==> config.mk <==
export PLATFORM = sky130hd
export DESIGN_NAME = argmax_classifier
export DESIGN_NICKNAME = d
export VERILOG_FILES = /design/src/rtl/cnn_pkg.sv /design/src/rtl/argmax_update.sv /design/src/rtl/argmax_classifier.sv
export SDC_FILE = /design/constraint.sdc
export NUM_CORES = 1
export LEC_CHECK = 0
export BUFFER_PORTS_ARGS = -buffer_cell sky130_fd_sc_hd__buf_2
export CORE_UTILIZATION = 50
export DETAILED_ROUTE_END_ITERATION = 7
export PLACE_DENSITY_LB_ADDON = 0.15
export SKIP_LAST_GASP = 1
export SYNTH_ARGS = -nofsm -noshare
export SYNTH_HDL_FRONTEND = slang
export SYNTH_SLANG_ARGS = --single-unit
==> constraint.sdc <==
create_clock -name clk -period 4.53 [get_ports clk]
set_input_delay 0.2265 -clock clk [delete_from_list [all_inputs] [get_ports clk]]
set_output_delay 0.2265 -clock clk [all_outputs]
set_load 0.01 [all_outputs]
==> src/rtl/cnn_pkg.sv <==
// Shared definitions for the CNN inference pipeline.
//   CNN_N / CNN_Q        : default score word width and fractional bits
//   SCORE_MIN / SCORE_MAX: extreme signed values at the default width
//   state_t              : IDLE / COLLECT / DONE frame-collection states
//   saturate()           : clamp a signed value into a signed field of a
//                          given width (widths up to 31 bits), shared with
//                          the dense and MAC stages
package cnn_pkg;

  localparam int CNN_N = 16;
  localparam int CNN_Q = 8;

  localparam logic signed [CNN_N-1:0] SCORE_MIN = {1'b1, {(CNN_N-1){1'b0}}};
  localparam logic signed [CNN_N-1:0] SCORE_MAX = {1'b0, {(CNN_N-1){1'b1}}};

  typedef enum logic [1:0] {
    ST_IDLE    = 2'd0,
    ST_COLLECT = 2'd1,
    ST_DONE    = 2'd2
  } state_t;

  // Clamp value into [-(2^(width-1)), 2^(width-1)-1]. The caller truncates
  // the result to its own width.
  function automatic logic signed [31:0] saturate(input logic signed [31:0] value,
                                                  input int width);
    logic signed [31:0] hi;
    logic signed [31:0] lo;
    hi = (32'sd1 <<< (width - 1)) - 32'sd1;
    lo = -(32'sd1 <<< (width - 1));
    if (value > hi) return hi;
    if (value < lo) return lo;
    return value;
  endfunction

endpackage

==> src/rtl/argmax_update.sv <==
// One step of a running best / second-best search.
//   best, best_idx, second : current running state
//   score, idx             : candidate score and its class index
//   new_best, new_best_idx,
//   new_second             : state after considering the candidate
// A strictly greater score takes over the lead, so ties keep the lower
// index and the tied value drops into second.
module argmax_update
  import cnn_pkg::*;
#(
  parameter int N     = CNN_N,
  parameter int IDX_W = 4
) (
  input  logic signed [N-1:0]     best,
  input  logic        [IDX_W-1:0] best_idx,
  input  logic signed [N-1:0]     second,
  input  logic signed [N-1:0]     score,
  input  logic        [IDX_W-1:0] idx,
  output logic signed [N-1:0]     new_best,
  output logic        [IDX_W-1:0] new_best_idx,
  output logic signed [N-1:0]     new_second
);

  always_comb begin
    // NOTE: every output gets a default before the if-chain so no path
    // leaves one unassigned, which would infer a latch.
    new_best     = best;
    new_best_idx = best_idx;
    new_second   = second;
    if (score > best) begin
      new_second   = best;
      new_best     = score;
      new_best_idx = idx;
    end else if (score > second) begin
      new_second = score;
    end
  end

endmodule

==> src/rtl/argmax_classifier.sv <==
// Final inference stage: collects NUM_CLASSES signed scores per frame and
// reports the winning class, its score and the margin over the runner-up.
//   clk, reset   : rising-edge clock, asynchronous active-high reset
//   start        : begin (or restart) a frame
//   in_valid     : score strobe, honoured only while in_ready is high
//   in_score     : signed score
//   in_ready     : high while collecting
//   busy         : high while collecting or reporting
//   class_idx    : index of the best score of the last completed frame
//   max_score    : that score
//   margin       : best minus second best, saturated, never negative
//   done         : one-cycle pulse when the three results update
module argmax_classifier
  import cnn_pkg::*;
#(
  parameter int N           = CNN_N,
  parameter int Q           = CNN_Q,
  parameter int NUM_CLASSES = 10,
  parameter int IDX_W       = (NUM_CLASSES > 1) ? $clog2(NUM_CLASSES) : 1
) (
  input  logic                 clk,
  input  logic                 reset,
  input  logic                 start,
  input  logic                 in_valid,
  input  logic signed [N-1:0]  in_score,
  output logic                 in_ready,
  output logic                 busy,
  output logic [IDX_W-1:0]     class_idx,
  output logic signed [N-1:0]  max_score,
  output logic [N-1:0]         margin,
  output logic                 done
);

  // The saturate helper works in 32 bits, and the margin needs N+1 bits.
  if (N < 2 || N > 31 || Q < 0 || Q >= N || NUM_CLASSES < 1) begin : g_param_check
    $error("argmax_classifier: unsupported parameter combination");
  end

  localparam logic [IDX_W-1:0]    LAST_IDX = IDX_W'(NUM_CLASSES - 1);
  localparam logic signed [N-1:0] SCORE_LO = N'(saturate(32'sh8000_0000, N));

  state_t                  state;
  logic [IDX_W-1:0]        count;
  logic signed [N-1:0]     best;
  logic [IDX_W-1:0]        best_idx;
  logic signed [N-1:0]     second;

  logic signed [N-1:0]     upd_best;
  logic [IDX_W-1:0]        upd_best_idx;
  logic signed [N-1:0]     upd_second;
  logic signed [N:0]       diff;
  logic [N-1:0]            margin_next;

  argmax_update #(
    .N     (N),
    .IDX_W (IDX_W)
  ) u_update (
    .best         (best),
    .best_idx     (best_idx),
    .second       (second),
    .score        (in_score),
    .idx          (count),
    .new_best     (upd_best),
    .new_best_idx (upd_best_idx),
    .new_second   (upd_second)
  );

  // Results are taken from the updated pair so the last score counts in the
  // same edge that accepts it. best >= second always holds, so diff is never
  // negative and only the upper clamp can act (e.g. a single-class frame,
  // where second is still the minimum score).
  assign diff        = (N+1)'(upd_best) - (N+1)'(upd_second);
  assign margin_next = N'(saturate(32'(diff), N));

  assign in_ready = (state == ST_COLLECT);
  assign busy     = (state != ST_IDLE);

  // NOTE: all state here is updated with non-blocking assignments so every
  // register samples the pre-edge values, independent of statement order.
  always_ff @(posedge clk or posedge reset) begin
    if (reset) begin
      state     <= ST_IDLE;
      count     <= '0;
      best      <= SCORE_LO;
      best_idx  <= '0;
      second    <= SCORE_LO;
      class_idx <= '0;
      max_score <= '0;
      margin    <= '0;
      done      <= 1'b0;
    end else begin
      done <= 1'b0;
      if (start) begin
        // Starts or aborts a frame from any state; a same-cycle score is
        // dropped and the published results are left alone.
        state    <= ST_COLLECT;
        count    <= '0;
        best     <= SCORE_LO;
        best_idx <= '0;
        second   <= SCORE_LO;
      end else begin
        case (state)
          ST_COLLECT: begin
            if (in_valid) begin
              best     <= upd_best;
              best_idx <= upd_best_idx;
              second   <= upd_second;
              if (count == LAST_IDX) begin
                // count is held here rather than stepped so it never wraps.
                state     <= ST_DONE;
                done      <= 1'b1;
                class_idx <= upd_best_idx;
                max_score <= upd_best;
                margin    <= margin_next;
              end else begin
                count <= count + IDX_W'(1);
              end
            end
          end
          ST_DONE: state <= ST_IDLE;
          default: state <= ST_IDLE;
        endcase
      end
    end
  end

endmodule

-- Yosys cells after proc, flatten, opt, wreduce, memory -nomap -nowiden
Index checks and enable logic that the tools add are counted.
- output and inout bits: 39
- memory bits (writable): 0
- bits in latches: 0
- memories: 0
- bits of input ports: 20
- ROM bits: 0
- flip-flop bits (word level): 79
- word-level logic and storage cells: 60
- shift-type cells: 0
- bitwise logic cells: 1
- divide/modulo/power cells: 0
- mux-type cells: 32
- multipliers: 0
- reductions and logical operators: 7
- add/sub/neg operators: 2
- magnitude comparators: 4
- equality and inequality tests: 5
- operators by type and width (operator ; count):
    16-bit 2-to-1 mux ; 13
    16-bit > comparator ; 2
    4-bit 2-to-1 mux ; 8
    17-bit by 16-bit > comparator with 1-bit output (second input constant) ; 1
    17-bit by 16-bit < comparator with 1-bit output (second input constant) ; 1
    16-bit by 16-bit subtractor with 17-bit output ; 1
    2-bit 2-to-1 mux ; 4
    1-bit 2-to-1 mux ; 7
    2-bit nonzero test ; 3
    4-bit by 1-bit adder with 4-bit output (second input constant) ; 1
    4-bit equality test (second input constant) ; 1
    2-bit AND reduction ; 2
    4-bit AND reduction ; 1
    3-bit by 2-bit inequality test with 1-bit output (second input constant) ; 1
    3-bit inequality test (second input constant) ; 1
    3-bit AND reduction ; 1
    2-bit by 1-bit equality test with 1-bit output (second input constant) ; 1
    2-bit inequality test (second input constant) ; 1
    1-bit inverter ; 1

-- Longest topological paths before layout
- word-level depth: 9
- depth in mapped cells: 23
- gate-level depth less buffers: 19

-- By module
A second synthesis with hierarchy kept.
- cells, all modules: 631
- area, all modules: 5486.5 µm²
- by module, submodules not included (module ; area each (µm²) ; seq. area each (µm²) ; cells an instance ; instances):
    argmax_classifier ; 4041.4 ; 1979.4 ; 457 ; 1
    argmax_update ; 1445.1 ; 0.0 ; 174 ; 1

-- Worst setup path after synthesis
Ideal clock, no wire load.
- path kind: reg2reg
- start: register best[15]
- end: register margin[0]
- path slack: 0.059 ns
- buffers on the path: 4
- clock period less this slack: 4.471 ns
- library setup time: 0.151 ns
- data required time: 4.379 ns
- arrival: 4.320 ns
- stages on the path, launching flop included: 21
- path through: dfstp_2 inv_1 ha_1 a2111oi_4 o21ai_2 nor4b_4 nor2_2 buf_6 buf_6 buf_2 nor4_1 a311oi_1 ha_1 buf_2 a211oi_1 o211ai_1 o221ai_2 a21oi_1 o21ai_0 mux2i_1 a311oi_1
- cells in the longest elaborated chain, start to end: 8
- elaborated cells on any way between the ends: 12
- classes of those cells: 1 x add/sub; 3 x order compare; 8 x mux
- RTL lines (element ; RTL line ; text):
    from (decl) ; argmax_classifier.sv:44 ; logic signed [N-1:0] best;
    from (signal assigned) ; argmax_classifier.sv:105 ; best <= upd_best;
    16-bit > comparator ; argmax_update.sv:30 ; if (score > best) begin
    16-bit 2-to-1 mux ; argmax_update.sv:30 ;
    16-bit by 16-bit subtractor with 17-bit output * ; argmax_classifier.sv:72 ; assign diff = (N+1)'(upd_best) - (N+1)'(upd_second);
    17-bit by 16-bit < comparator with 1-bit output ; cnn_pkg.sv:31 ; if (value < lo) return lo;
    1-bit 2-to-1 mux (2 in series) ; cnn_pkg.sv:31 ;
    16-bit 2-to-1 mux ; cnn_pkg.sv:32 ; return value;
    16-bit 2-to-1 mux * ; cnn_pkg.sv:31 ;
    to (signal assigned) ; argmax_classifier.sv:114 ; margin <= margin_next;
    to (decl) ; argmax_classifier.sv:30 ; output logic [N-1:0] margin,
Mark *: on every way between the ends. The rest lies on a longest branch, timed or not. The select of a mux whose other input is x is not followed.
A chain may end at the register's enable or synchronous reset.

-- Final worst setup path
- start: register best[15]
- end: register margin[13]
The elaborated chain is that of the path after synthesis.

==> out/metrics.csv <==
stage,metric,value,unit
place,final RePlAce weighted congestion,0.942,
global_route,initial antenna violation count,0,
synth,most frequently used cell type in the post-synthesis netlist,sky130_fd_sc_hd__dfrtp_1,
synth,primary flip-flop cell chosen by synthesis mapping,sky130_fd_sc_hd__dfrtp_1,
synth,netlist area before placement,0.00582,mm^2
timing,headroom to the max-slew limit,0.253,
timing,post-layout minimum cycle time,4.49,ns
synth,"EDFF count, synth",0,
setup_path,arrival time at the worst endpoint,4.74,ns
clock_network,"buffers from clock root to sink, at most",2,
detailed_routing,post-detailed-route DRC marker count,0,
die,Row Count,39,
synth,Post-synth ARST share,1.00,
job,Max Cap Violations,0,
global_route,pin count of the biggest net entering global routing,48,
clock_network,CTS H-tree lvls,3,
pwr,Power per Cell Area,436,mW/mm^2
cells_and_area,Total Nets Final,794,
min_path,hold path startpoint,in_valid,
timing,Max Transition Viols Final,0,
die,effective utilization at floorplan,0.512,
die,Die Outline Area,0.0121,mm^2
synth,part of the Yosys area used for sequential elements,0.340,
die,die height,110,um
status,result of the run,"finished, final reports clean",
timing,TNS Setup,0,ns
setup_path,Crit Path Max Fanout,8,
pwr,leakage power,3.34,nW
die,Die X-Extent,110,um
detailed_routing,WL per Instance,20.1,um
synth,dominant cell type by area after synthesis,sky130_fd_sc_hd__dfrtp_1,
timing,Final setup violation count,0,
synth,top-area cell type share of the netlist area,0.331,
global_route,wire length of the first global-routing pass,25100,um
global_route,overall overflow remaining after global route,0,
setup_path,required time worst endpoint,4.78,ns
die,core area,0.0114,mm^2
place,count of input and output buffers,58,
setup_path,Reg2Reg Depth,19,
synth,flip-flop and latch count after synthesis,79,
timing,unrepaired setup endpoints after global routing,yes,
die,ports placed on the boundary,59,
synth,top cells by instance count after synthesis,"77 x sky130_fd_sc_hd__dfrtp_1, 50 x sky130_fd_sc_hd__ha_1, 46 x sky130_fd_sc_hd__nor2_1",
clock_network,CTS buffer count,9,
detailed_routing,count of antenna-violating nets left after detailed routing,0,
min_path,Worst Hold Depth,3,
timing,count of endpoints failing hold in the final timing report,0,
cells_and_area,"Core Util, Final",0.679,
detailed_routing,First-pass DRT Iterations,5,
clock_network,TritonCTS sink count,79,
detailed_routing,total wire length,17500,um
detailed_routing,vias per inst,6.21,
synth,number of distinct library cells after synthesis,68,
min_path,endpoint of the worst hold-timing path,state[0]$_DFFE_PP0P_,
synth,count of yosys warnings during synthesis,0,
setup_path,critical setup path kind,reg -> reg,
timing,Fmax,222,MHz
setup_path,nature of the critical path endpoint,flop,
setup_path,end of the worst register-to-register path,margin[13]$_DFFE_PP0P_,
place,HPWL after detailed placement,11700,um
clock_network,later-pin clock latency in the skew report,0.35,ns
synth,leading post-synthesis cells by cell area,"sky130_fd_sc_hd__dfrtp_1 33%, sky130_fd_sc_hd__ha_1 11%, sky130_fd_sc_hd__mux2_2 5.6%, sky130_fd_sc_hd__a2111oi_2 3.6%, sky130_fd_sc_hd__a311oi_1 3.6%",
synth,Post-Synthesis Net Count,670,
cells_and_area,share of layout cells above drive strength 1,0.412,
timing,Final Skew,0.00648,ns
setup_path,Reg-to-Reg Start,best[15]$_DFFE_PP1P_,
min_path,worst hold path type,in -> reg,
global_route,total global-route track usage,0.274,
synth,post-synthesis instance total,599,
synth,average instance area after synthesis,9.72,um^2
cells_and_area,growth of design area from synthesis to finish,32.7,%
clock_network,clock-pin slew on the worst setup and hold paths,0.06,ns
clock_network,clock root buffer master,sky130_fd_sc_hd__clkbuf_16,
timing,portion of the clock cycle consumed by the worst path in the final layout,0.992,
setup_path,R2R setup slack,0.04,ns
timing,transition time of the tightest slew-check pin,1.12,ns
detailed_routing,initial detailed-routing violation count,328,
global_route,number of global-route vias before repair,4994,
cells_and_area,diode count,0,
pwr,Peak VDD IR,0.000269,V
detailed_routing,via count,5407,
setup_path,Startpoint Class,flop,
clock_network,CTS tree,yes,
registers in the layout (all words and copies together), names as in the netlist:
name       flops
max_score     16
best_idx       4
state          2
margin        16
best          16
count          4
second        16
class_idx      4
done           1
report_power, final:
group	total [mW]	internal, mW	switching [mW]
Clock	0.725	0.425	0.300
Combinational	1.88	0.819	1.06
Sequential	0.765	0.743	0.0220
Total	3.37	1.99	1.38
how the worst max path moves through the flow:
stage,from,end,slack (ns),cells past startpoint
floorplan,best[15]$_DFFE_PP1P_,margin[0]$_DFFE_PP0P_,0.06,20
global placement,best[14]$_DFFE_PP0P_,margin[1]$_DFFE_PP0P_,-0.04,18
detailed placement,best[15]$_DFFE_PP1P_,margin[1]$_DFFE_PP0P_,-0.24,19
CTS,best[14]$_DFFE_PP0P_,margin[10]$_DFFE_PP0P_,0.02,16
global route,best[15]$_DFFE_PP1P_,margin[4]$_DFFE_PP0P_,-0.13,20
finish,best[15]$_DFFE_PP1P_,margin[13]$_DFFE_PP0P_,0.04,19
area by class of cell:
type                            count  area, um^2
Clock buffer                       10         229
Fill cell                         856        3650
Clock inverter                      6        61.3
Sequential cell                    79        1980
Timing Repair Buffer              150        1090
Multi-Input combinational cell    439        4020
Tap cell                          143         179
Inverter                           44         166
cells by family after synthesis:
logic type,count (synthesis),share of synthesized area
muxes,31,0.0595
DFF,79,0.340
adders and majority gates,51,0.111
and+or+nand+nor,159,0.140
buffers and inverters,83,0.0677
xor gates and xnor gates,13,0.0196
AOI/OAI and AO/OA,183,0.262
cells in the final DEF, fill, tap and decap left out, drive strengths merged, types with 6 or more instances in the layout:
cell type / instances
a2111oi: 33
ha: 50
a22oi: 6
buf: 149
nand3: 12
a22o: 19
a311oi: 24
a211oi: 8
mux2: 29
o21ai: 25
xor2: 6
nand2: 28
inv: 43
xnor2: 7
a21o: 9
clkbuf: 10
nand4: 10
o211ai: 6
nand2b: 7
nor3: 21
nor2: 48
a21oi: 27
nor4: 16
dfrtp: 77
layer usage:
metal | track usage | vias up | wire (um)
met5 | 0 | - | 0
met4 | 0.137 | 0 | 507
met3 | 0.0379 | 36 | 793
met2 | 0.468 | 167 | 8820
met1 | 0.337 | 2661 | 7360
li1 | - | 2543 | -
per-stage QoR:
step / cells / area [um^2] / total power [mW] / setup WS, ns / hold slack, ns
after floorplan: 599 / 5820 / 1.73 / 0.0592 / 0.304
after detailed placement: 818 / 6510 / 2.12 / -0.236 / 0.327
after global routing: 871 / 7720 / 3.54 / -0.129 / 0.190
final: 871 / 7720 / 3.37 / 0.0355 / 0.170
after global placement: 818 / 6510 / 2.09 / -0.0449 / 0.316
after CTS: 835 / 6830 / 2.86 / 0.0169 / 0.170
repair_timing:
action | in CTS | in global routing
resized for setup | 4 | 113
setup endpoints to repair | 14 | 16
endpoints found under the hold margin | 35 | 0
hold buffers | 1 | 0
setup buffers | 0 | 34
pin swaps | 0 | 40
gates cloned | 0 | 2
worst max-delay path: stages (launching register included):
cell and delay (ns):
sky130_fd_sc_hd__dfstp_2 0.53, sky130_fd_sc_hd__inv_2 0.05, sky130_fd_sc_hd__ha_4 0.26, sky130_fd_sc_hd__inv_2 0.04, sky130_fd_sc_hd__a2111oi_4 0.29, sky130_fd_sc_hd__o21ai_2 0.13
sky130_fd_sc_hd__nor4b_4 0.34, sky130_fd_sc_hd__or2_4 0.28, sky130_fd_sc_hd__buf_6 0.15, sky130_fd_sc_hd__nor2_1 0.07, sky130_fd_sc_hd__a311oi_4 0.36, sky130_fd_sc_hd__ha_4 0.22
sky130_fd_sc_hd__nand4_1 0.18, sky130_fd_sc_hd__a211oi_4 0.36, sky130_fd_sc_hd__o221ai_4 0.20, sky130_fd_sc_hd__buf_4 0.18, sky130_fd_sc_hd__a21oi_2 0.19, sky130_fd_sc_hd__a21oi_1 0.11
sky130_fd_sc_hd__xor2_1 0.17, sky130_fd_sc_hd__a311oi_2 0.29
Note: power is estimated with default switching activity, not from simulation.
